[src/rtl/math_exp2_64_if.sv]
// Handshake bundle for math_exp2_64: log2 codes flow in, linear magnitudes flow out.
interface math_exp2_64_if;
    logic        in_valid;
    logic        in_ready;
    logic [9:0]  din;
    logic        out_valid;
    logic        out_ready;
    logic [63:0] dout;

    modport master (
        output in_valid,
        output din,
        output out_ready,
        input  in_ready,
        input  out_valid,
        input  dout
    );

    modport slave (
        input  in_valid,
        input  din,
        input  out_ready,
        output in_ready,
        output out_valid,
        output dout
    );
endinterface

[src/rtl/math_exp2_64.sv]
// Three-stage base-2 antilog: 6.4 fixed-point log2 code to a 64-bit linear magnitude,
// computed as floor(M[f] * 2^e / 256) with bubble-collapsing valid/ready flow control.
module math_exp2_64 (
    input  logic          clk,
    input  logic          rst,
    math_exp2_64_if.slave bus
);
    localparam int DATA_W = 64;
    localparam int COEF_W = 9;
    localparam int STAGES = 3;
    localparam int EXP_W  = 6;
    localparam int FRAC_W = 4;
    localparam int PROD_W = DATA_W + 8;

    // Mantissa table: round(256 * 2^(f/16)), so 256 represents 1.0.
    function automatic logic [COEF_W-1:0] mant_lut(input logic [FRAC_W-1:0] f);
        logic [COEF_W-1:0] m;
        m = '0;
        case (f)
            4'd0:  m = 9'd256;
            4'd1:  m = 9'd267;
            4'd2:  m = 9'd279;
            4'd3:  m = 9'd292;
            4'd4:  m = 9'd304;
            4'd5:  m = 9'd318;
            4'd6:  m = 9'd332;
            4'd7:  m = 9'd347;
            4'd8:  m = 9'd362;
            4'd9:  m = 9'd378;
            4'd10: m = 9'd395;
            4'd11: m = 9'd412;
            4'd12: m = 9'd431;
            4'd13: m = 9'd450;
            4'd14: m = 9'd470;
            4'd15: m = 9'd490;
            default: m = '0;
        endcase
        return m;
    endfunction

    function automatic logic [PROD_W-1:0] shift_mant(input logic [COEF_W-1:0] m,
                                                     input logic [EXP_W-1:0]  e);
        return PROD_W'(m) << e;
    endfunction

    // Dropping the 8 fraction bits truncates toward zero; 490 << 63 still fits in 72 bits.
    function automatic logic [DATA_W-1:0] trunc_prod(input logic [PROD_W-1:0] p);
        return DATA_W'(p >> 8);
    endfunction

    logic adv_p1;
    logic adv_p2;
    logic adv_p3;

    logic              vld_p1_q,  vld_p1_d;
    logic [EXP_W-1:0]  exp_p1_q,  exp_p1_d;
    logic [COEF_W-1:0] mant_p1_q, mant_p1_d;
    logic              vld_p2_q,  vld_p2_d;
    logic [PROD_W-1:0] prod_p2_q, prod_p2_d;
    logic              vld_p3_q,  vld_p3_d;
    logic [DATA_W-1:0] dout_p3_q, dout_p3_d;

    // A stage may load when it is empty or the stage after it is moving.
    always_comb begin
        adv_p3 = bus.out_ready | ~vld_p3_q;
        adv_p2 = adv_p3 | ~vld_p2_q;
        adv_p1 = adv_p2 | ~vld_p1_q;
    end

    always_comb begin
        vld_p1_d  = vld_p1_q;
        exp_p1_d  = exp_p1_q;
        mant_p1_d = mant_p1_q;
        vld_p2_d  = vld_p2_q;
        prod_p2_d = prod_p2_q;
        vld_p3_d  = vld_p3_q;
        dout_p3_d = dout_p3_q;

        // p1: capture exponent and table mantissa
        if (adv_p1) begin
            vld_p1_d = bus.in_valid;
            if (bus.in_valid) begin
                exp_p1_d  = bus.din[FRAC_W +: EXP_W];
                mant_p1_d = mant_lut(bus.din[FRAC_W-1:0]);
            end
        end

        // p2: barrel shift into the full-width product
        if (adv_p2) begin
            vld_p2_d = vld_p1_q;
            if (vld_p1_q) begin
                prod_p2_d = shift_mant(mant_p1_q, exp_p1_q);
            end
        end

        // p3: scale back by 1/256; data only moves on a real item so dout holds when idle
        if (adv_p3) begin
            vld_p3_d = vld_p2_q;
            if (vld_p2_q) begin
                dout_p3_d = trunc_prod(prod_p2_q);
            end
        end
    end

    always_ff @(posedge clk) begin
        if (rst) begin
            vld_p1_q  <= 1'b0;
            exp_p1_q  <= '0;
            mant_p1_q <= '0;
            vld_p2_q  <= 1'b0;
            prod_p2_q <= '0;
            vld_p3_q  <= 1'b0;
            dout_p3_q <= '0;
        end else begin
            vld_p1_q  <= vld_p1_d;
            exp_p1_q  <= exp_p1_d;
            mant_p1_q <= mant_p1_d;
            vld_p2_q  <= vld_p2_d;
            prod_p2_q <= prod_p2_d;
            vld_p3_q  <= vld_p3_d;
            dout_p3_q <= dout_p3_d;
        end
    end

    assign bus.in_ready  = adv_p1;
    assign bus.out_valid = vld_p3_q;
    assign bus.dout      = dout_p3_q;

endmodule

[src/flat_wrapper.sv]
// flat-port wrapper written by rule: the top's interface ports become plain ports
module math_exp2_64_flat 
  (clk, rst, bus_in_valid, bus_din, bus_out_ready, bus_in_ready, bus_out_valid, bus_dout);
  math_exp2_64_if bus_i ();
  input  logic clk;
  input  logic rst;
  input wire logic [$bits(bus_i.in_valid)-1:0] bus_in_valid;
  input wire logic [$bits(bus_i.din)-1:0] bus_din;
  input wire logic [$bits(bus_i.out_ready)-1:0] bus_out_ready;
  output wire logic [$bits(bus_i.in_ready)-1:0] bus_in_ready;
  output wire logic [$bits(bus_i.out_valid)-1:0] bus_out_valid;
  output wire logic [$bits(bus_i.dout)-1:0] bus_dout;
  assign bus_i.in_valid = bus_in_valid;
  assign bus_i.din = bus_din;
  assign bus_i.out_ready = bus_out_ready;
  assign bus_in_ready = bus_i.in_ready;
  assign bus_out_valid = bus_i.out_valid;
  assign bus_dout = bus_i.dout;
  math_exp2_64 u_core (.clk(clk), .rst(rst), .bus(bus_i));
endmodule
[config.mk]
export PLATFORM = sky130hd
export DESIGN_NAME = math_exp2_64_flat
export DESIGN_NICKNAME = d
export VERILOG_FILES = /design/src/rtl/math_exp2_64_if.sv /design/src/rtl/math_exp2_64.sv /design/src/flat_wrapper.sv
export SDC_FILE = /design/constraint.sdc
export NUM_CORES = 1
export LEC_CHECK = 0
export BUFFER_PORTS_ARGS = -buffer_cell sky130_fd_sc_hd__buf_2
export CELL_PAD_IN_SITES_DETAIL_PLACEMENT = 1
export CELL_PAD_IN_SITES_GLOBAL_PLACEMENT = 1
export CORE_MARGIN = 4
export CORE_UTILIZATION = 40
export DETAILED_ROUTE_END_ITERATION = 7
export GPL_TIMING_DRIVEN = 0
export PLACE_DENSITY = 0.74
export SYNTH_ARGS = -nofsm -noshare
export SYNTH_HDL_FRONTEND = slang
export SYNTH_SLANG_ARGS = --single-unit
[constraint.sdc]
create_clock -name clk -period 3.9 [get_ports clk]
set_input_delay 0.585 -clock clk [delete_from_list [all_inputs] [get_ports clk]]
set_output_delay 0.585 -clock clk [all_outputs]
set_load 0.005 [all_outputs]
After elaboration in Yosys (flattened, before gate mapping)
Memory sizes are Yosys's and may differ from the RTL's. A register that Yosys moved wholly into a read port is not among the register bits.
Index checks and enable logic that the tools add are counted.
- flip-flop bits (word level): 154
- ROM bits: 128
- bits of input ports: 14
- output and inout port bits: 66
- memories: 1
- shifts and indexed selects: 1
- bitwise gates (word level): 6
- reduce and logical (&&, ||, !) cells: 3
- memories (name ; words ; bits a word ; rd ports ; clocked after Yosys merged registers in ; wr ports ; RTL line ; text):
    (no name shown) ; 16 ; 8 ; 1 ; 1 ; 0 ; math_exp2_64.sv:19 ; case (f)
- operator list (cell ; number):
    9-bit by 6-bit << shifter with 72-bit output ; 1
    2-bit AND reduction ; 3
    1-bit NOT ; 3
    1-bit OR ; 3

Depth between registers and ports, before layout
- depth in word-level cells: 5
- mapped depth: 7
- depth with buffers taken out: 6

Worst setup path before layout
No wires, ideal clock.
- path kind: input to register
- start point: input bus_out_ready
- end point: register u_core.mant_p1_q[3]
- arrival: 1696 ps
- required time: 3830 ps
- path slack: 2133 ps
- cell stages on the path: 6
- path through: and3b_1 clkbuf_1 a21oi_1 clkbuf_1 nand3_1 a21oi_1
- cells in the longest elaborated chain, start to end: 4
- RTL lines (what ; RTL line ; text):
    from (decl) ; flat_wrapper.sv:9 ; input wire logic [$bits(bus_i.out_ready)-1:0] bus_out_ready;
    1-bit OR ; math_exp2_64.sv:65 ; adv_p3 = bus.out_ready | ~vld_p3_q;
    1-bit OR ; math_exp2_64.sv:66 ; adv_p2 = adv_p3 | ~vld_p2_q;
    1-bit OR ; math_exp2_64.sv:67 ; adv_p1 = adv_p2 | ~vld_p1_q;
    2-bit AND reduction (no line) ; -- ;
    to (decl) ; math_exp2_64.sv:57 ; logic [COEF_W-1:0] mant_p1_q, mant_p1_d;
Every way passes these cells.
A chain may end at the register's enable or synchronous reset.

Worst setup path after layout
- start point: register u_core.exp_p1_q[0]
- end point: register u_core.prod_p2_q[61]
- cells in the longest elaborated chain, start to end: 1
- RTL lines (what ; RTL line ; text):
    from (decl) ; math_exp2_64.sv:56 ; logic [EXP_W-1:0] exp_p1_q, exp_p1_d;
    from (signal assigned) ; math_exp2_64.sv:116 ; exp_p1_q <= exp_p1_d;
    9-bit by 6-bit << shifter with 72-bit output ; math_exp2_64.sv:43 ; return PROD_W'(m) << e;
    to (signal assigned) ; math_exp2_64.sv:119 ; prod_p2_q <= prod_p2_d;
    to (decl) ; math_exp2_64.sv:59 ; logic [PROD_W-1:0] prod_p2_q, prod_p2_d;
Every way passes these cells.

==> impl_results.md <==
- # port buffers: 78
- Share of post-route cells with drive strength above 1: 16.8%
- Num rows: 45
- Final hold violation count: 0
- TritonCTS clock tree: built
- Synthesis warning total: 0
- Number of top-level design ports: 80
- Core area: 15100 µm²
- Count of final setup violators: 0
- Top FF cell, synth: sky130_fd_sc_hd__dfxtp_1
- Vias in the first global route: 6006
- Clock-pin slew reported for the worst setup and hold paths after clock tree synthesis: 0.07 ns
- Reported max-cap violation count: 0
- Drt total wl: 20.8 mm
- Arrival time at the worst endpoint: 2.97 ns
- Met3 Routed Length: 1.09 mm
- Hold/Removal Path Class: in -> reg
- Main area contributors after synthesis: sky130_fd_sc_hd__dfxtp_1 48%, sky130_fd_sc_hd__nand2_1 12%, sky130_fd_sc_hd__a21oi_1 6.8%, sky130_fd_sc_hd__o21ai_0 2.9%, sky130_fd_sc_hd__mux4_2 2.6%
- Reported leakage power: 2.76 nW
- Number of DRC violations after detailed-routing iteration 0: 314
- Number of library cell types mapped by synthesis: 61
- Clk_lat worst skew: 0.43 ns
- Placement Cell Area: 6770 µm²
- Die Area: 17400 µm²
- Routability Congestion: 0.919
- Die boundary width: 132 µm
- Filler cell count in the final layout: 1825
- Number of antenna violations at the first check in global routing: 0
- Number of synthesized register bits: 146
- Dpl cells: 996
- Synthesized Nets: 750
- RSZ-0062 raised after global routing: no
- Maximum number of pins on one net before global-route repair: 17
- Required arrival time at the worst endpoint: 4.25 ns
- Post-CTS Hold Fix Bufs: 0
- Slew headroom: 17.8%
- Post-synth top area share: 47.6%
- Total iterations of the first detailed-routing run: 7
- Run status: completed
- Largest fanout on the critical path: 10
- Avg Synthesized Cell Area: 8.42 µm²
- Period Utilization, post-route: 67.2%
- Number of antenna-violating nets in the routed design: 0
- Number of buffers between clock root and the deepest sink: 2
- Layout-stage area growth over the synthesis result: 20.2%
- Dominant cell type by area after synthesis: sky130_fd_sc_hd__dfxtp_1
- Top layer used by detailed routing: met4
- Wire length of the first global-routing pass: 33.3 mm
- Worst slack at placement: 1.26 ns
- Max-slew violation total from the final report: 0
- Register area: 2920 µm²
- Post_cts resized: 0
- Overall routing resource usage: 24.2%
- IR drop worst, VDD: 291 µV
- Ant diodes: 0
- Commonest cells after routing, fill and taps aside: 194 x sky130_fd_sc_hd__nand2_1, 146 x sky130_fd_sc_hd__dfxtp_1, 83 x sky130_fd_sc_hd__a21oi_1
- Final critical delay including setup and external delays: 2.62 ns
- Setup_tns: 0 ns
- Met1 Wirelength: 9.47 mm
- Post-Synthesis Cell Area: 6140 µm²
- # nets final: 847
- Most common library cell in the layout ignoring fill and taps: sky130_fd_sc_hd__nand2_1
- Minimum setup slack in the final design: 1.28 ns
- Final Skew: 0.0103 ns
- Routed length on met2: 9.86 mm
- Setup slack of the most critical reg-to-reg path: 1.28 ns
- Buffer type at the clock tree root: sky130_fd_sc_hd__clkbuf_16
- Post-CTS Setup Repair Bufs: 0
- Maximum level of the CTS H-tree: 4
- Detail-routed net length per standard cell: 20.2 µm
- Post-layout power: 3.56 mW
- Via Count: 5717
- Die Height: 132 µm
- Kind of capture point of the worst setup path: register
- Sequential-to-total area share from yosys stat: 47.6%
- Max Clock Freq: 382 MHz
- Fraction of synthesis flops using an asynchronous set or reset pin: 0%
- CTS Buf Count: 17
- Routed vias/inst: 5.56
- Worst-Margin Slew: 1.22 ns
- Startpoint-to-endpoint class of the critical path: reg -> reg
- Hold WS: 0.402 ns
- Non-filler cells in the finished layout: 1028
- Total gr overflow: 0
- Final cell area excluding filler cells: 7390 µm²
- CTS sink cnt: 146
- Post-DP HPWL: 15.0 mm
- Effective utilization at floorplan: 40.6%
- Number of cells produced by synthesis: 730
- Crit path launch type: register
- Core utilization of the finished layout: 48.8%
- Number of enable-type register cells in the synthesized netlist: 0
- Power density over the cells: 481 nW/µm²
- Multi-input combinational cell area: 2930 µm²
- Final routed DRC violation total: 0
[worst max-delay path: stages (launching register included)]
cell and delay (ns):
sky130_fd_sc_hd__dfxtp_1 0.40, sky130_fd_sc_hd__buf_4 0.21, sky130_fd_sc_hd__inv_1 0.14, sky130_fd_sc_hd__o31ai_1 0.99, sky130_fd_sc_hd__mux2i_1 0.50, sky130_fd_sc_hd__o21ai_0 0.29
[cells in the mapped netlist (all sizes together) (3+ instances only)]
| master | instances |
|---|---|
| mux2i | 12 |
| a221o | 3 |
| clkbuf | 40 |
| a221oi | 12 |
| a211oi | 3 |
| mux2 | 11 |
| ha | 6 |
| nor3b | 3 |
| a311oi | 3 |
| a22oi | 9 |
| nand3 | 11 |
| nor3 | 19 |
| nor2 | 25 |
| a32oi | 6 |
| o221ai | 4 |
| inv | 15 |
| mux4 | 8 |
| buf | 15 |
| dfxtp | 146 |
| nand2b | 5 |
| a21oi | 83 |
| and3 | 5 |
| nand2 | 194 |
| nor2b | 8 |
| o31ai | 4 |
| o211ai | 4 |
| o21ai | 39 |
| and3b | 4 |
[path summary, 6_finish.rpt]
kind,from,to,depth (start not counted)
max,u_core.exp_p1_q[0]$_SDFFE_PP0P_,u_core.prod_p2_q[61]$_SDFFE_PP0P_,5
min,bus_din[6],u_core.exp_p1_q[2]$_SDFFE_PP0P_,3
max reg2reg,u_core.exp_p1_q[0]$_SDFFE_PP0P_,u_core.prod_p2_q[61]$_SDFFE_PP0P_,5
min reg2reg,u_core.bus.dout[50]$_SDFFE_PP0P_,u_core.bus.dout[50]$_SDFFE_PP0P_,2
[area by class of cell]
type	count	share of cell area (%)
Timing Repair Buffer	78	5.29
Clock inverter	14	2.41
Tap cell	188	3.18
Multi-Input combinational cell	514	39.7
Buffer	55	3.17
Inverter	15	0.762
Sequential cell	146	39.6
Clock buffer	18	5.95
[per-layer routing]
| layer | vias up | track usage, % |
|---|---|---|
| li1 | 2757 | - |
| met1 | 2769 | 31.7 |
| met2 | 167 | 40.3 |
| met3 | 24 | 4.58 |
| met4 | 0 | 8.11 |
| met5 | - | 0 |
[logic make-up (layout without fill, tap and decap cells)]
group                      after synthesis  in the layout  synth area share, %
and+or+nand+nor                        288            288                 20.3
AOI/OAI and AO/OA                      188            188                 19.0
DFF                                    146            146                 47.6
buffers and inverters                   70            180                 4.72
muxes                                   31             31                 7.03
adders and majority gates                6              6                 1.22
xor gates and xnor gates                 1              1                0.143
[power breakdown]
group	switching [mW]	internal (mW)	total, mW
clock	0.689	1.03	1.72
sequential	0.0269	1.52	1.54
combinational	0.198	0.0910	0.290
[state kept, by name, summed over array words and instances (netlist names)]
signal,cells
u_core.vld_p1_q,1
u_core.mant_p1_q,9
u_core.exp_p1_q,6
u_core.bus.out_valid,1
u_core.vld_p2_q,1
u_core.prod_p2_q,64
u_core.bus.dout,64
Note: power is estimated with default switching activity, not from simulation.
